--- src/rtl/pipeline_stage_arbiter.sv ---
// Round-robin arbiter sharing one downstream valid/ready stage among NUM_REQ
// upstream providers, with a single-entry output holding register.
module pipeline_stage_arbiter #(
   parameter int unsigned NUM_REQ    = 2,
   parameter int unsigned DATA_WIDTH = 32,
   parameter int unsigned CTRL_WIDTH = 16,
   parameter int unsigned IDX_WIDTH  = (NUM_REQ > 1) ? $clog2(NUM_REQ) : 1
) (
   input  logic                            clk,
   input  logic                            rst,
   input  logic [NUM_REQ-1:0]              req_mask_i,
   input  logic [NUM_REQ-1:0]              axis_s_data_tvalid,
   output logic [NUM_REQ-1:0]              axis_s_data_tready,
   input  logic [NUM_REQ*DATA_WIDTH-1:0]   axis_s_data_tdata,
   input  logic [NUM_REQ*CTRL_WIDTH-1:0]   ctrl_data_i,
   output logic                            axis_m_data_tvalid,
   input  logic                            axis_m_data_tready,
   output logic [DATA_WIDTH-1:0]           axis_m_data_tdata,
   output logic [CTRL_WIDTH-1:0]           ctrl_data_o,
   output logic [IDX_WIDTH-1:0]            grant_id_o
);

   logic [NUM_REQ-1:0]    elig;
   logic [IDX_WIDTH-1:0]  ptr;
   logic [IDX_WIDTH-1:0]  sel;
   logic [IDX_WIDTH-1:0]  cand;
   logic                  sel_valid;
   logic                  can_accept;
   logic                  push;
   logic                  pop;
   logic [DATA_WIDTH-1:0] sel_data;
   logic [CTRL_WIDTH-1:0] sel_ctrl;

   assign elig       = axis_s_data_tvalid & req_mask_i;
   assign can_accept = !axis_m_data_tvalid || axis_m_data_tready;
   assign push       = sel_valid && can_accept;
   assign pop        = axis_m_data_tvalid && axis_m_data_tready;

   // Search starts just after the last granted index and wraps back to it.
   always_comb begin
      sel_valid          = 1'b0;
      sel                = '0;
      cand               = '0;
      axis_s_data_tready = '0;
      for (int unsigned off = 1; off <= NUM_REQ; off++) begin
         cand = IDX_WIDTH'((32'(ptr) + off) % NUM_REQ);
         if (!sel_valid && elig[cand]) begin
            sel_valid = 1'b1;
            sel       = cand;
         end
      end
      sel_data = axis_s_data_tdata[32'(sel)*DATA_WIDTH +: DATA_WIDTH];
      sel_ctrl = ctrl_data_i[32'(sel)*CTRL_WIDTH +: CTRL_WIDTH];
      if (sel_valid && can_accept && !rst) begin
         axis_s_data_tready[sel] = 1'b1;
      end
   end

   // Holding register: a push overwrites (even on a same-cycle pop), a lone pop empties.
   always_ff @(posedge clk) begin
      if (rst) begin
         axis_m_data_tvalid <= 1'b0;
         axis_m_data_tdata  <= '0;
         ctrl_data_o        <= '0;
         grant_id_o         <= '0;
         ptr                <= IDX_WIDTH'(NUM_REQ - 1);
      end else if (push) begin
         axis_m_data_tvalid <= 1'b1;
         axis_m_data_tdata  <= sel_data;
         ctrl_data_o        <= sel_ctrl;
         grant_id_o         <= sel;
         ptr                <= sel;
      end else if (pop) begin
         axis_m_data_tvalid <= 1'b0;
      end
   end

endmodule

--- config.mk ---
export PLATFORM = sky130hd
export DESIGN_NAME = pipeline_stage_arbiter
export DESIGN_NICKNAME = d
export VERILOG_FILES = /design/src/rtl/pipeline_stage_arbiter.sv
export SDC_FILE = /design/constraint.sdc
export NUM_CORES = 1
export LEC_CHECK = 0
export BUFFER_PORTS_ARGS = -buffer_cell sky130_fd_sc_hd__clkbuf_2
export CAP_MARGIN = 20
export CORE_UTILIZATION = 47
export CTS_CLUSTER_DIAMETER = 200
export DETAILED_ROUTE_END_ITERATION = 16
export PLACE_DENSITY_LB_ADDON = 0.1
export SYNTH_ARGS = -nofsm -noshare
export SYNTH_HDL_FRONTEND = slang
export SYNTH_SLANG_ARGS = --single-unit
--- constraint.sdc ---
create_clock -name clk -period 4.6 [get_ports clk]
set_input_delay 1.15 -clock clk [delete_from_list [all_inputs] [get_ports clk]]
set_output_delay 1.15 -clock clk [all_outputs]
set_load 0.02 [all_outputs]
---- Yosys cells after proc, flatten, opt, wreduce, memory -nomap -nowiden ----
Cells that the tools add are included.
operators by class
  add/sub/neg operators ................... 2
  order comparisons ....................... 4
  shift-type cells ........................ 2
  mux-type cells .......................... 13
  bitwise logic cells ..................... 1
  reductions and logical operators ........ 10
operator list
  operator               count
  $shiftx A64 B7 Y32     1
  $shiftx A32 B6 Y16     1
  $mux W1                11
  $lt A1 B2 Y1 const B   3
  $logic_and A1 B1 Y1    5
  $logic_not A1 Y1       3
  $add A1 B1 Y1 const B  2
  $and A2 B2 Y2          1
  $mux W2                1
  $reduce_bool A2 Y1     1
  $demux W1 S1           1
  $ge A1 B1 Y1 const B   1
  $logic_or A1 B1 Y1     1
word-level totals
  register bits after elaboration ......... 51
  output and inout port bits .............. 52
  logic and storage cells ................. 37

---- Logic depth before layout (Yosys ltp) ----
Gate-level depths: netlist (run 1).
  depth after elaboration ................. 12
  gate-level depth with buffers ........... 6
  depth with buffers taken out ............ 3

---- Worst setup path after synthesis (run 1) ----
Ideal clock, no wire load.
  path kind ............................... input to output
  from .................................... input axis_s_data_tvalid[0]
  to ...................................... output axis_s_data_tready[0]
  arrival ................................. 2.141 ns
  path slack .............................. 1.309 ns
  stages .................................. 5
  buffers on the path ..................... 2
  cell sequence ........................... a22o_1 buf_2 buf_2 nand2_1 nor3_1
between the ends
  longest elaborated chain between the ends .. 12
  elaborated cells on any way between the ends .. 19
RTL lines
  element                                                             RTL line  text
  start, declared                                                     12        input logic [NUM_REQ-1:0] axis_s_data_tvalid,
  $and A2 B2 Y2 (*)                                                   34        assign elig = axis_s_data_tvalid & req_mask_i;
  $mux W1 (not written as such) (2 in series)                         47        if (!sel_valid && elig[cand]) begin
  $mux W1                                                             47
  $logic_not A1 Y1                                                    47
  $logic_and A1 B1 Y1                                                 47
  $mux W1                                                             47
  $lt A1 B2 Y1 (not written as such) or $ge A1 B1 Y1 (tied branches)  55        axis_s_data_tready[sel] = 1'b1;
  $logic_and A1 B1 Y1 (not written as such)                           55
  $mux W1 (not written as such)                                       55
  $demux W1 S1                                                        55
  $mux W2 (*)                                                         54        if (sel_valid && can_accept && !rst) begin
  end, declared                                                       13        output logic [NUM_REQ-1:0] axis_s_data_tready,
Mark *: on every way between the ends. The rest lies on a longest branch, timed or not. The select of a mux whose other input is x is not followed.

---- Worst setup path after layout (run 1) ----
Ends and elaborated chain as after synthesis.

==> metrics.cfg, run 1 <==
[floorplan]
die-height_um=76.3
start_util_pct=49.8
die-area_um2=5810
core_area_um2=5200
die_w_um=76.3
io_pins=155
rows=26

[setup_path]
reg2reg_slack_ps=2620
path_buf_inv=2
worst_path_max_delay_cell=clkbuf_2
cp.required_ps=3450
critPathLaunch=axis_s_data_tvalid[0]
arrival_ps=1870
timing.rr.end=ctrl_data_o[7]
crit-reg2reg-launch=axis_m_data_tvalid
start_kind=input pin
crit_type=in2out
worstPathCellList=clkbuf_2 -> a22o_2 -> nand2_1 -> nor3_1 -> clkbuf_2
cp-end-kind=output port
cp.depth=5
critPathMaxFanout=4
crit_family=buffers and inverters
cpPeakStageDelay_ps=190
ff2ff_path_depth=4
worst_path_most_repeated_cell=clkbuf_2
endpoint=axis_s_data_tready[0]

[timing]
setup_tns_ps=0
whs_ps=521
worst_pin_slew_ps=655
skew_ps=5.85
fmax_ghz=0.331
period_share_pct=65.6
hold_viol=0
rsz0062_at_grt=no
slew_violations=0
worst_slack_ps=1580
setup_viol=0
slew_headroom_pct=56.3
fin_crit_ps=3020

[final_layout]
final_nets=531
final_cells=499
nFillCells=489
num_antenna_cells=0
final_util_pct=65.2
drive_above_1_share_pct=45.2
final_common_cell=clkbuf_2
syn_to_final_growth_pct=30.9
layout_common_cells=clkbuf_2, dfxtp_1, nand3_1, a21oi_1, o21ai_0

[clocking]
cts_hold_buf=0
clk_pin_slew_ps=90
clock_tree.buffer_depth=2
cts.sinks=51
post_cts_buffers=0
clock_latency_ps=290
h-tree-depth=2
root_buffer=clkbuf_8
cts_tree=yes
cts_resized=0
cts_inserted_buffers=5

[place]
place_ws_ps=1570
gp_congestion=0.857
io_buffer_count=154
hpwl_mm=4.88
dpl.cell_count=491

[grt]
grt_usage_pct=28.0
overflow=0
antenna_found_initial=0
grt_pass1_vias=2747
grt_max_degree=52
grt_pass1_wl_mm=13.4

[yosys]
syn_avg_cell_area_um2=8.52
yosys_warnings=0
yosysTopAreaCellShare_pct=39.4
ys_types=23
synth.area.top_cells=dfxtp_1, a311oi_2, nand3_1, a21oi_1, a311oi_1
syn_inst=304
ys_ff_latch=51
seq_area_frac_synth_pct=39.4
synth_area_um2=2590
synthesis.nets=407
synth_top_area_cell=dfxtp_1

[route]
drc_errors=0
totalWireLength_mm=8.13
firstDrtPassIters=4
dr.first_iter.drc_count=253
viasPerCell=5.97
dr_total_vias=2980
ant_nets=0
wire_per_inst_um=16.3

[power_and_ir_drop]
p_leak_nw=1.43
powerDensity_nw_per_um2=314
ir_worst_vdd_uv=139

[status]
outcome=complete, no violations

[flow_run]
maxCapViolCount=0

[hold_path]
hold_path_class=reg2reg

-- registers in the layout (all words and copies together), names as in the netlist --
register / count
axis_m_data_tdata: 32
ctrl_data_o: 16
grant_id_o: 1
axis_m_data_tvalid: 1
ptr: 1
-- worst min-delay path by stage --
| stage | from | endpoint | cells after the start |
|---|---|---|---|
| 5_1_grt | axis_m_data_tdata[1] | axis_m_data_tdata[1] | 2 |
| 3_3_place_gp | axis_m_data_tdata[3] | axis_m_data_tdata[3] | 2 |
| 4_1_cts | axis_m_data_tdata[8] | axis_m_data_tdata[8] | 2 |
| 3_5_place_dp | axis_m_data_tdata[3] | axis_m_data_tdata[3] | 2 |
| 6_report | axis_m_data_tdata[0] | axis_m_data_tdata[0] | 2 |
| 2_1_floorplan | ptr | ptr | 1 |
-- cells in the mapped netlist (all sizes together) --
| master | count |
|---|---|
| a21bo | 1 |
| a21oi | 49 |
| a221o | 1 |
| a22o | 1 |
| a311oi | 48 |
| a31oi | 1 |
| and2 | 2 |
| and3 | 1 |
| buf | 13 |
| clkbuf | 31 |
| dfxtp | 51 |
| nand2 | 3 |
| nand2b | 1 |
| nand3 | 50 |
| nor2 | 2 |
| nor3 | 1 |
| o21ai | 48 |
-- cells by family after synthesis --
family	share of synthesized area, %
AOI/OAI and AO/OA	41.1
buffers and inverters	7.77
and+or+nand+nor	11.7
DFF	39.4
-- per-layer routing --
layer / wire (µm) / global-route usage (%)
met5: 0 / 0
met4: 91 / 7.88
met3: 635 / 6.23
met2: 3990 / 45.9
met1: 3410 / 37.0
-- worst register-to-register path: stages, from the launching register on --
cell      delay [ps]
dfxtp_1          330
nand2b_2         100
buf_4            480
and2_4           700
a311oi_2         220
-- power breakdown --
group          internal, mW  switching, mW  leakage, nW
Sequential            0.484         0.0236        0.423
Combinational         0.119          0.192        0.969
Clock                 0.107          0.139       0.0422
Total                 0.710          0.355         1.43
-- final cells by class --
class                      count  area (µm²)  share of cell area [%]
clock buffer                   7        76.3                    2.25
clock inverter                 1        5.00                   0.148
multi-input combinational    209        1380                    40.6
sequential                    51        1020                    30.1
tap                           70        87.6                    2.58
timing repair buffer         161         823                    24.3
-- metrics by stage --
stage / cell area [µm²] / power [mW]
2_1_floorplan: 2590 / 0.718
3_3_place_gp: 3310 / 0.823
3_5_place_dp: 3310 / 0.827
4_1_cts: 3390 / 1.07
5_1_grt: 3390 / 1.12
6_report: 3390 / 1.06
Note: power is estimated with default switching activity, not from simulation.
==> inputs of run 2 (changes only) <==
Settings changed: CORE_UTILIZATION 47 to 39.
Clock period 4.6 ns to 2.69 ns, I/O delays scaled along.
==> metrics.cfg, run 2 (synthesized netlist as in run 1, its figures left out) <==
[setup_path]
crit-reg2reg-launch=axis_m_data_tvalid
critPathLaunch=axis_s_data_tvalid[0]
arrival_ps=1410  ; -460 ps
cp-end-kind=output port
start_kind=input pin
crit_type=in2out
cp.required_ps=2020  ; -1430 ps
critPathMaxFanout=4  ; unchanged

[clocking]
h-tree-depth=2  ; unchanged
clk_pin_slew_ps=90  ; about the same
cts_tree=yes
cts.sinks=51  ; unchanged
clock_latency_ps=300  ; about the same
clock_tree.buffer_depth=2  ; unchanged
root_buffer=clkbuf_8
cts_resized=0  ; unchanged
cts_inserted_buffers=5  ; unchanged
post_cts_buffers=0  ; unchanged
cts_hold_buf=0  ; unchanged

[floorplan]
die-area_um2=6970  ; +20%
rows=29  ; +12%
die-height_um=83.5  ; +9.5%
core_area_um2=6390  ; +23%
die_w_um=83.5  ; +9.5%
start_util_pct=40.6  ; -9.2 points
io_pins=155  ; unchanged

[place]
dpl.cell_count=501  ; +2.0%
io_buffer_count=154  ; unchanged
hpwl_mm=5.20  ; +6.6%
gp_congestion=0.825  ; -3.8%

[route]
dr.first_iter.drc_count=193  ; -24%
totalWireLength_mm=8.41  ; +3.5%
wire_per_inst_um=16.5  ; +1.4%
viasPerCell=5.84  ; -2.2%
drc_errors=0  ; unchanged
dr_total_vias=2973  ; -0.23%
firstDrtPassIters=4  ; unchanged
ant_nets=0  ; unchanged

[final_layout]
largest_register=axis_m_data_tdata
syn_to_final_growth_pct=32.6
final_cells=509  ; +2.0%
num_antenna_cells=0  ; unchanged
top_regs=axis_m_data_tdata x32, ctrl_data_o x16
final_nets=534  ; +0.56%
drive_above_1_share_pct=45.6  ; +0.38 points
largest_register_ff_count=32  ; unchanged
final_common_cell=clkbuf_2
layout_common_cells=clkbuf_2, dfxtp_1, nand3_1, a21oi_1, o21ai_0

[timing]
setup_viol=0  ; unchanged
hold_viol=0  ; unchanged
worst_pin_slew_ps=632  ; -23.1 ps
rsz0062_at_grt=no
skew_ps=4.06  ; -1.78 ps
setup_tns_ps=0  ; unchanged
period_share_pct=77.4
slew_headroom_pct=57.9  ; +1.5 points
fmax_ghz=0.480
slew_violations=0  ; unchanged
fin_crit_ps=2080

[grt]
grt_usage_pct=24.3  ; -3.8 points
grt_pass1_vias=2932  ; +6.7%
grt_pass1_wl_mm=14.0  ; +4.5%
antenna_found_initial=0  ; unchanged
overflow=0  ; unchanged
grt_max_degree=50  ; -3.8%

[power_and_ir_drop]
p_leak_nw=1.45  ; +1.3%
ir_worst_vdd_uv=287  ; +110%
powerDensity_nw_per_um2=535  ; +71%
p_total_mw=1.84  ; +73%

[flow_run]
maxCapViolCount=0  ; unchanged

[hold_path]
worstHoldStart=axis_m_data_tdata[12]
hold_path_class=reg2reg

[status]
outcome=complete, no violations

-- run 2: cell types whose count changed in the layout (fill, tap and decap cells not counted) --
cell / before / now
buf_4: 7 / 9
buf_12: 0 / 1
-- run 2: worst max-delay path, stage by stage --
cell and delay (ps):
clkbuf_2 120, a22o_2 180, nand2_1 70, nor3_1 170
clkbuf_2 200
-- run 2: report_power, final --
part	total [mW]	internal (mW)	leakage, nW	switching [mW]
Sequential	0.868	0.827	0.423	0.0404
Clock	0.431	0.183	0.0422	0.247
Combinational	0.541	0.211	0.987	0.330
Total	1.84	1.22	1.45	0.618
-- run 2: worst paths after layout --
kind,end,slack (ps),depth (start not counted)
min reg2reg,axis_m_data_tdata[12],520,2
max reg2reg,ctrl_data_o[10],1030,5
min,axis_m_data_tdata[12],520,2
max,axis_s_data_tready[0],610,5
-- run 2: through the flow --
step	cell area [µm²]	hold slack, ps	worst slack (ps)	util (%)
after floorplan	2590	471	354	-
after global placement	3350	505	586	52.5
after detailed placement	3350	512	560	52.5
after CTS	3440	523	610	53.8
after global routing	3440	537	552	53.8
final	3440	519	608	53.8
-- run 2: final cells by class --
cell class                 instances  area (µm²)
clock buffer                       7        76.3
clock inverter                     1        5.00
fill                             639        2950
multi-input combinational        209        1380
sequential                        51        1020
tap                               77        96.3
timing repair buffer             164         858
-- run 2: per-layer routing --
| metal | vias up | wire, µm | track usage [%] |
|---|---|---|---|
| met3 | 14 | 652 | 6.03 |
| met4 | 0 | 136 | 6.16 |
| li1 | 1433 | - | - |
| met5 | - | 0 | 0 |
| met2 | 135 | 4030 | 40.4 |
| met1 | 1391 | 3580 | 31.5 |
